<file path="src/rtl/memory_access_stage.sv">
// rtl/memory_access_stage.sv - RISC-V MEM stage with req/gnt/rvalid data port; MEM_MISALIGN_TRAP_EN adds a misalignment trap
module memory_access_stage #(
  parameter int TIMEOUT_CYCLES = 255
) (
  input  logic        clk_i,
  input  logic        rst_i,
  input  logic        reg_wb_en_ex_mem_i,
  input  logic [4:0]  rd_ex_mem_i,
  input  logic [31:0] pc_ex_mem_i,
  input  logic [1:0]  wb_sel_ex_mem_i,
  input  logic [31:0] alu_out_ex_mem_i,
  input  logic [31:0] rs2_ex_mem_i,
  input  logic [2:0]  funct3_ex_mem_i,
  input  logic        is_load_instr_ex_mem_i,
  input  logic        is_store_instr_ex_mem_i,
  output logic        dmem_req_o,
  input  logic        dmem_gnt_i,
  output logic        dmem_we_o,
  output logic [31:0] dmem_addr_o,
  output logic [31:0] dmem_wdata_o,
  output logic [3:0]  dmem_wstrb_o,
  input  logic        dmem_rvalid_i,
  input  logic [31:0] dmem_rdata_i,
  output logic        busywait_o,
  output logic        bus_err_o,
  output logic        reg_wb_en_mem_wb_o,
  output logic [4:0]  rd_mem_wb_o,
  output logic [31:0] pc_mem_wb_o,
  output logic [1:0]  wb_sel_mem_wb_o,
  output logic [31:0] alu_out_mem_wb_o,
  output logic [31:0] rd_data_mem_wb_o,
  output logic        is_memory_instruction_mem_wb_o
`ifdef MEM_MISALIGN_TRAP_EN
  , output logic      misalign_o
`endif
);

  typedef enum logic [1:0] {S_IDLE, S_REQ, S_WAIT} state_t;

  localparam logic [7:0] TO_LAST = 8'(TIMEOUT_CYCLES - 1);

  state_t      state;
  logic [7:0]  cnt;
  logic        mem_op;
  logic        misaligned;
  logic        issue_op;
  logic        timeout;
  logic        done;
  logic [1:0]  off;
  logic [7:0]  ld_byte;
  logic [15:0] ld_half;
  logic [31:0] ld_data;

  assign off    = alu_out_ex_mem_i[1:0];
  assign mem_op = is_load_instr_ex_mem_i | is_store_instr_ex_mem_i;

`ifdef MEM_MISALIGN_TRAP_EN
  // funct3[1:0] encodes size: 01 halfword, 10 word
  assign misaligned = mem_op &
                      (((funct3_ex_mem_i[1:0] == 2'b01) & off[0]) |
                       ((funct3_ex_mem_i[1:0] == 2'b10) & (off != 2'b00)));
`else
  assign misaligned = 1'b0;
`endif

  assign issue_op   = mem_op & ~misaligned;
  assign timeout    = (state == S_WAIT) && (cnt == TO_LAST);
  assign done       = (state == S_WAIT) && (dmem_rvalid_i || timeout);
  assign busywait_o = issue_op & ~done;
  assign bus_err_o  = timeout & ~dmem_rvalid_i;

  assign dmem_req_o  = ((state == S_IDLE) & issue_op) | (state == S_REQ);
  assign dmem_we_o   = is_store_instr_ex_mem_i;
  assign dmem_addr_o = {alu_out_ex_mem_i[31:2], 2'b00};

  always_comb begin
    dmem_wdata_o = rs2_ex_mem_i;
    dmem_wstrb_o = 4'b0000;
    case (funct3_ex_mem_i)
      3'b000: begin
        dmem_wdata_o = {4{rs2_ex_mem_i[7:0]}};
        dmem_wstrb_o = 4'b0001 << off;
      end
      3'b001: begin
        dmem_wdata_o = {2{rs2_ex_mem_i[15:0]}};
        dmem_wstrb_o = 4'b0011 << {off[1], 1'b0};
      end
      3'b010:  dmem_wstrb_o = 4'b1111;
      default: dmem_wstrb_o = 4'b0000;
    endcase
    if (!is_store_instr_ex_mem_i) dmem_wstrb_o = 4'b0000;
  end

  always_comb begin
    case (off)
      2'd0:    ld_byte = dmem_rdata_i[7:0];
      2'd1:    ld_byte = dmem_rdata_i[15:8];
      2'd2:    ld_byte = dmem_rdata_i[23:16];
      default: ld_byte = dmem_rdata_i[31:24];
    endcase
    ld_half = off[1] ? dmem_rdata_i[31:16] : dmem_rdata_i[15:0];
    case (funct3_ex_mem_i)
      3'b000:  ld_data = {{24{ld_byte[7]}}, ld_byte};
      3'b001:  ld_data = {{16{ld_half[15]}}, ld_half};
      3'b010:  ld_data = dmem_rdata_i;
      3'b100:  ld_data = {24'd0, ld_byte};
      3'b101:  ld_data = {16'd0, ld_half};
      default: ld_data = 32'd0;
    endcase
  end

  always_ff @(posedge clk_i) begin
    if (rst_i) begin
      state <= S_IDLE;
      cnt   <= 8'd0;
    end else begin
      case (state)
        S_IDLE: begin
          cnt <= 8'd0;
          if (issue_op) state <= dmem_gnt_i ? S_WAIT : S_REQ;
        end
        S_REQ: begin
          cnt <= 8'd0;
          if (dmem_gnt_i) state <= S_WAIT;
        end
        S_WAIT: begin
          if (dmem_rvalid_i || timeout) state <= S_IDLE;
          else cnt <= cnt + 8'd1;
        end
        default: state <= S_IDLE;
      endcase
    end
  end

  always_ff @(posedge clk_i) begin
    if (rst_i) begin
      reg_wb_en_mem_wb_o             <= 1'b0;
      rd_mem_wb_o                    <= 5'd0;
      pc_mem_wb_o                    <= 32'd0;
      wb_sel_mem_wb_o                <= 2'd0;
      alu_out_mem_wb_o               <= 32'd0;
      rd_data_mem_wb_o               <= 32'd0;
      is_memory_instruction_mem_wb_o <= 1'b0;
`ifdef MEM_MISALIGN_TRAP_EN
      misalign_o                     <= 1'b0;
`endif
    end else if (done && dmem_rvalid_i) begin
      reg_wb_en_mem_wb_o             <= reg_wb_en_ex_mem_i;
      rd_mem_wb_o                    <= rd_ex_mem_i;
      pc_mem_wb_o                    <= pc_ex_mem_i;
      wb_sel_mem_wb_o                <= wb_sel_ex_mem_i;
      alu_out_mem_wb_o               <= alu_out_ex_mem_i;
      rd_data_mem_wb_o               <= is_load_instr_ex_mem_i ? ld_data : 32'd0;
      is_memory_instruction_mem_wb_o <= is_load_instr_ex_mem_i;
`ifdef MEM_MISALIGN_TRAP_EN
      misalign_o                     <= 1'b0;
`endif
    end else if (done || busywait_o) begin
      // Bubble: timeout or access still outstanding
      reg_wb_en_mem_wb_o             <= 1'b0;
      is_memory_instruction_mem_wb_o <= 1'b0;
`ifdef MEM_MISALIGN_TRAP_EN
      misalign_o                     <= 1'b0;
`endif
    end else begin
      reg_wb_en_mem_wb_o             <= reg_wb_en_ex_mem_i & ~misaligned;
      rd_mem_wb_o                    <= rd_ex_mem_i;
      pc_mem_wb_o                    <= pc_ex_mem_i;
      wb_sel_mem_wb_o                <= wb_sel_ex_mem_i;
      alu_out_mem_wb_o               <= alu_out_ex_mem_i;
      rd_data_mem_wb_o               <= 32'd0;
      is_memory_instruction_mem_wb_o <= 1'b0;
`ifdef MEM_MISALIGN_TRAP_EN
      misalign_o                     <= misaligned;
`endif
    end
  end

endmodule

</file>
<file path="config.mk">
export PLATFORM = sky130hd
export DESIGN_NAME = memory_access_stage
export DESIGN_NICKNAME = d
export VERILOG_FILES = /design/src/rtl/memory_access_stage.sv
export SDC_FILE = /design/constraint.sdc
export NUM_CORES = 1
export LEC_CHECK = 0
export BUFFER_PORTS_ARGS = -buffer_cell sky130_fd_sc_hd__buf_2
export CELL_PAD_IN_SITES_DETAIL_PLACEMENT = 0
export CELL_PAD_IN_SITES_GLOBAL_PLACEMENT = 1
export CORE_MARGIN = 8
export CORE_UTILIZATION = 34
export CTS_CLUSTER_SIZE = 25
export DETAILED_ROUTE_END_ITERATION = 8
export MAX_ROUTING_LAYER = met4
export PLACE_DENSITY = 0.93
export SLEW_MARGIN = 20
export SYNTH_ARGS = -nofsm -noshare
export SYNTH_HDL_FRONTEND = slang
export SYNTH_SLANG_ARGS = --single-unit
</file>
<file path="constraint.sdc">
create_clock -name clk_i -period 2.3 [get_ports clk_i]
set_input_delay 0.345 -clock clk_i [delete_from_list [all_inputs] [get_ports clk_i]]
set_output_delay 0.345 -clock clk_i [all_outputs]
set_load 0.05 [all_outputs]
</file>
==> run metrics <==
total negative slack=0 ns; Mapped Avg Cell Area=~10 sq um; multi-input logic area=approximately 3500 sq um; CP max FO=5; fin nets=roughly 1100; total number of vias=approximately 5500; HPWL Detailed=14770 um; Worst Path Buf+Inv=2; die extent in y=~150 um; sequential cell area=2303 sq um; clock sink total=approximately 120; Inst Count DP=1127; PostCTS Resize Cnt=0; r2r setup slk=~0.43 ns; DIE WIDTH=approximately 150 um; MaxCap Viol Count=0; VDD IR-drop max=0.4507 mV; Fillers=1794; area grow syn2layout=33.12%; Critical Path Sink=busywait_o; fmax=between 400 and 500 MHz; layout cells sized above 1=between 40% and 50%; register bit count reported by yosys=roughly 120; Psw=2.070 mW; reg2reg start=cnt[1]$_SDFFE_PP0P_; number of buffers created by CTS=17; Synth Cell Area=between 6000 and 7000 sq um; standard-cell row count=50; Min-Delay Path Class=in2reg; first-pass GRT wire length=between 30000 and 40000 um; WP data required=~2.0 ns; Finished Layout Cells=between 1000 and 1500; # IOs=between 300 and 400; Tmin final=approximately 2.2 ns; WL per Instance=16.44 um; cts hold-fix bufs=0; Initial Util=between 30% and 40%; Final Slew Violations=0; Vias/cell=between 4 and 5; combinational fraction of design power=a little under a quarter; Synth area leaders=dfxtp_1, nand2b_1, mux2i_1, buf_4, mux2_1; port buffer count=~320; Clk Latency, worst-skew pair=roughly 0.4 ns; Post-route DRC=0; outcome=complete, no violations; Final Hold Violating Endpoints=0; sequential fraction of the synthesis area=~36%; initial antenna violation count=1; critical path endpoint category=primary output; Congestion Overflow GR=0; cells after synthesis=about 640; Pre-antenna DRT Iters=4; prevailing post-synth register cell=dfxtp_1; DRT iter0 DRCs=~290; Worst Setup SP=cnt[0]$_SDFFE_PP0P_; CORE AREA=approximately 19000 sq um; vias in the first global route=approximately 5700; share of the synthesized area in the top cell type=a little over a third; yosys warns=0; CTS H-tree lvls=4; CTS max path bufs=2; pin count of the biggest net entering global routing=about 150; GPL Wtd Cong=0.8059; clock power share=around two fifths; final setup fails=0; die area=23560 sq um; Total Routing Usage GR=between 10% and 20%; Post CTS Setup Buffer Count=0; pwr dens=roughly 720 nW/um^2; WP data arrival=approximately 1.8 ns; clk root buf=clkbuf_16; Critical Path Start Type=flop; max incr delay on CP=between 0.3 and 0.4 ns; P_leak=around 4.2 nW; Post-synth EDFFs=0; R2R Path End=rd_data_mem_wb_o[30]$_SDFFE_PP0P_; Netlist cell types=between 60 and 70; critical path's top delay family=flip-flops; top cell type by total area after synthesis=dfxtp_1; Setup CP Type=reg2out; CP Depth=6; worst reg-to-reg path cell count=6; final hold slack=between 0.1 and 0.15 ns; final WL=roughly 19000 um; RSZ-0062 raised after global routing=no; Post-DRT Antenna Nets=0; CTS tree=yes; Sw Ratio=roughly a third; Clock transition at path regs=approximately 0.060 ns; sequential share of power=about a third; Int Power=slightly above 4 mW; slew margin rel.=between 50% and 60%; skew final=between 0.007 and 0.008 ns; CP max stage cell=dfxtp_2; Least-Margin Pin Slew=around 0.7 ns; Synth async-reset ratio=0%; Final period util=between 90% and 100%; CP Cell Sequence=inv_1 > ha_1 > and3_2 > a21oi_1 > o32a_1 > clkbuf_4
how the worst min path moves through the flow:
stage / from / to / slack [ns] / depth (start not counted)
detailed placement: rd_data_mem_wb_o[14]$_SDFFE_PP0P_ / rd_data_mem_wb_o[14]$_SDFFE_PP0P_ / 0.44 / 1
global placement: rd_data_mem_wb_o[13]$_SDFFE_PP0P_ / rd_data_mem_wb_o[13]$_SDFFE_PP0P_ / 0.43 / 1
global route: dmem_gnt_i / state[0]$_SDFFE_PP0P_ / 0.1 / 2
floorplan: dmem_gnt_i / state[0]$_SDFFE_PP0P_ / 0.42 / 1
finish: dmem_gnt_i / state[0]$_SDFFE_PP0P_ / 0.12 / 2
CTS: dmem_gnt_i / state[0]$_SDFFE_PP0P_ / 0.10 / 2
layout make-up:
cell class / count / area share, %
Antenna cell: 1 / 0.02925
Clock buffer: 19 / 5.295
Clock inverter: 13 / 1.463
Inverter: 6 / 0.2633
Multi-Input combinational cell: 434 / 41.33
Sequential cell: 115 / 26.93
Tap cell: 234 / 3.423
Timing Repair Buffer: 338 / 21.27
metrics by stage:
stage / power (mW) / setup slack, ns / cell area [sq um] / util (%)
2_1_floorplan: 3.296 / 0.08862 / 6430 / -
3_3_place_gp: 3.653 / 0.3606 / 7969 / 42.75
3_5_place_dp: 3.667 / 0.3238 / 7969 / 42.75
4_1_cts: 6.261 / 0.01536 / 8547 / 45.85
5_1_grt: 6.443 / 0.003805 / 8554 / 45.89
6_report: 6.183 / 0.1325 / 8554 / 45.89
cell families after synthesis:
logic type,Yosys count,share of synthesized area (%)
compound gates,102,13.49
xor+xnor,5,0.6814
fa+ha+maj,2,0.3893
buf+inv,93,9.443
flops,115,35.83
mux,121,20.21
other cells,1,0.05836
simple gates,202,19.90
cell usage in the layout, fill, tap and decap left out, types with 7 or more instances in the layout:
cell type and instances:
nor2_1 26, o2bb2ai_1 7, a22oi_1 20, buf_4 14, o2bb2ai_2 10, a21o_1 7
a22oi_2 10, buf_2 317, mux2_2 11, nand2b_1 144, mux2i_1 83, clkbuf_16 17
mux2_1 20, a21oi_1 21, dfxtp_1 114
flip-flops by register name (all words and copies together) (netlist names):
name,cells
alu_out_mem_wb_o,32
pc_mem_wb_o,32
rd_data_mem_wb_o,32
cnt,8
rd_mem_wb_o,5
state,2
wb_sel_mem_wb_o,2
is_memory_instruction_mem_wb_o,1
reg_wb_en_mem_wb_o,1
power groups by stage:
stage	clock, mW	combinational [mW]	sequential (mW)
after global placement	0	1.48	2.17
after detailed placement	0	1.49	2.17
final	2.57	1.48	2.13
after global routing	2.73	1.57	2.14
after CTS	2.63	1.50	2.13
after floorplan	0	0.816	2.48
metal layers:
| layer | up-vias | global-route usage (%) | wire length, um |
|---|---|---|---|
| li1 | 2744 | - | - |
| met3 | 12 | 5.695 | 1423 |
| met1 | 2549 | 19.09 | 8311 |
| met4 | 0 | 3.640 | 210 |
| met2 | 220 | 26.02 | 9126 |
| met5 | - | - | 0 |
synthesized netlist by cell type (2+ instances only):
library cell    n
nand2b_1      144
dfxtp_1       115
mux2i_1        83
buf_4          47
nor2_1         27
a21oi_1        21
a22oi_1        20
mux2_1         20
clkbuf_1       19
buf_2          11
mux2_2         11
a22oi_2        10
o2bb2ai_2      10
buf_6           9
a21o_1          7
o2bb2ai_1       7
a221o_1         6
inv_1           6
mux2_4          4
xor2_1          4
and3_1          3
nand2_1         3
nand4_1         3
o211ai_1        3
o21ai_0         3
a211oi_1        2
a32o_1          2
ha_1            2
nand3_1         2
nor2b_1         2
nor3b_2         2
nor3b_4         2
o21ai_1         2
Power figures use the tool's default switching activity.
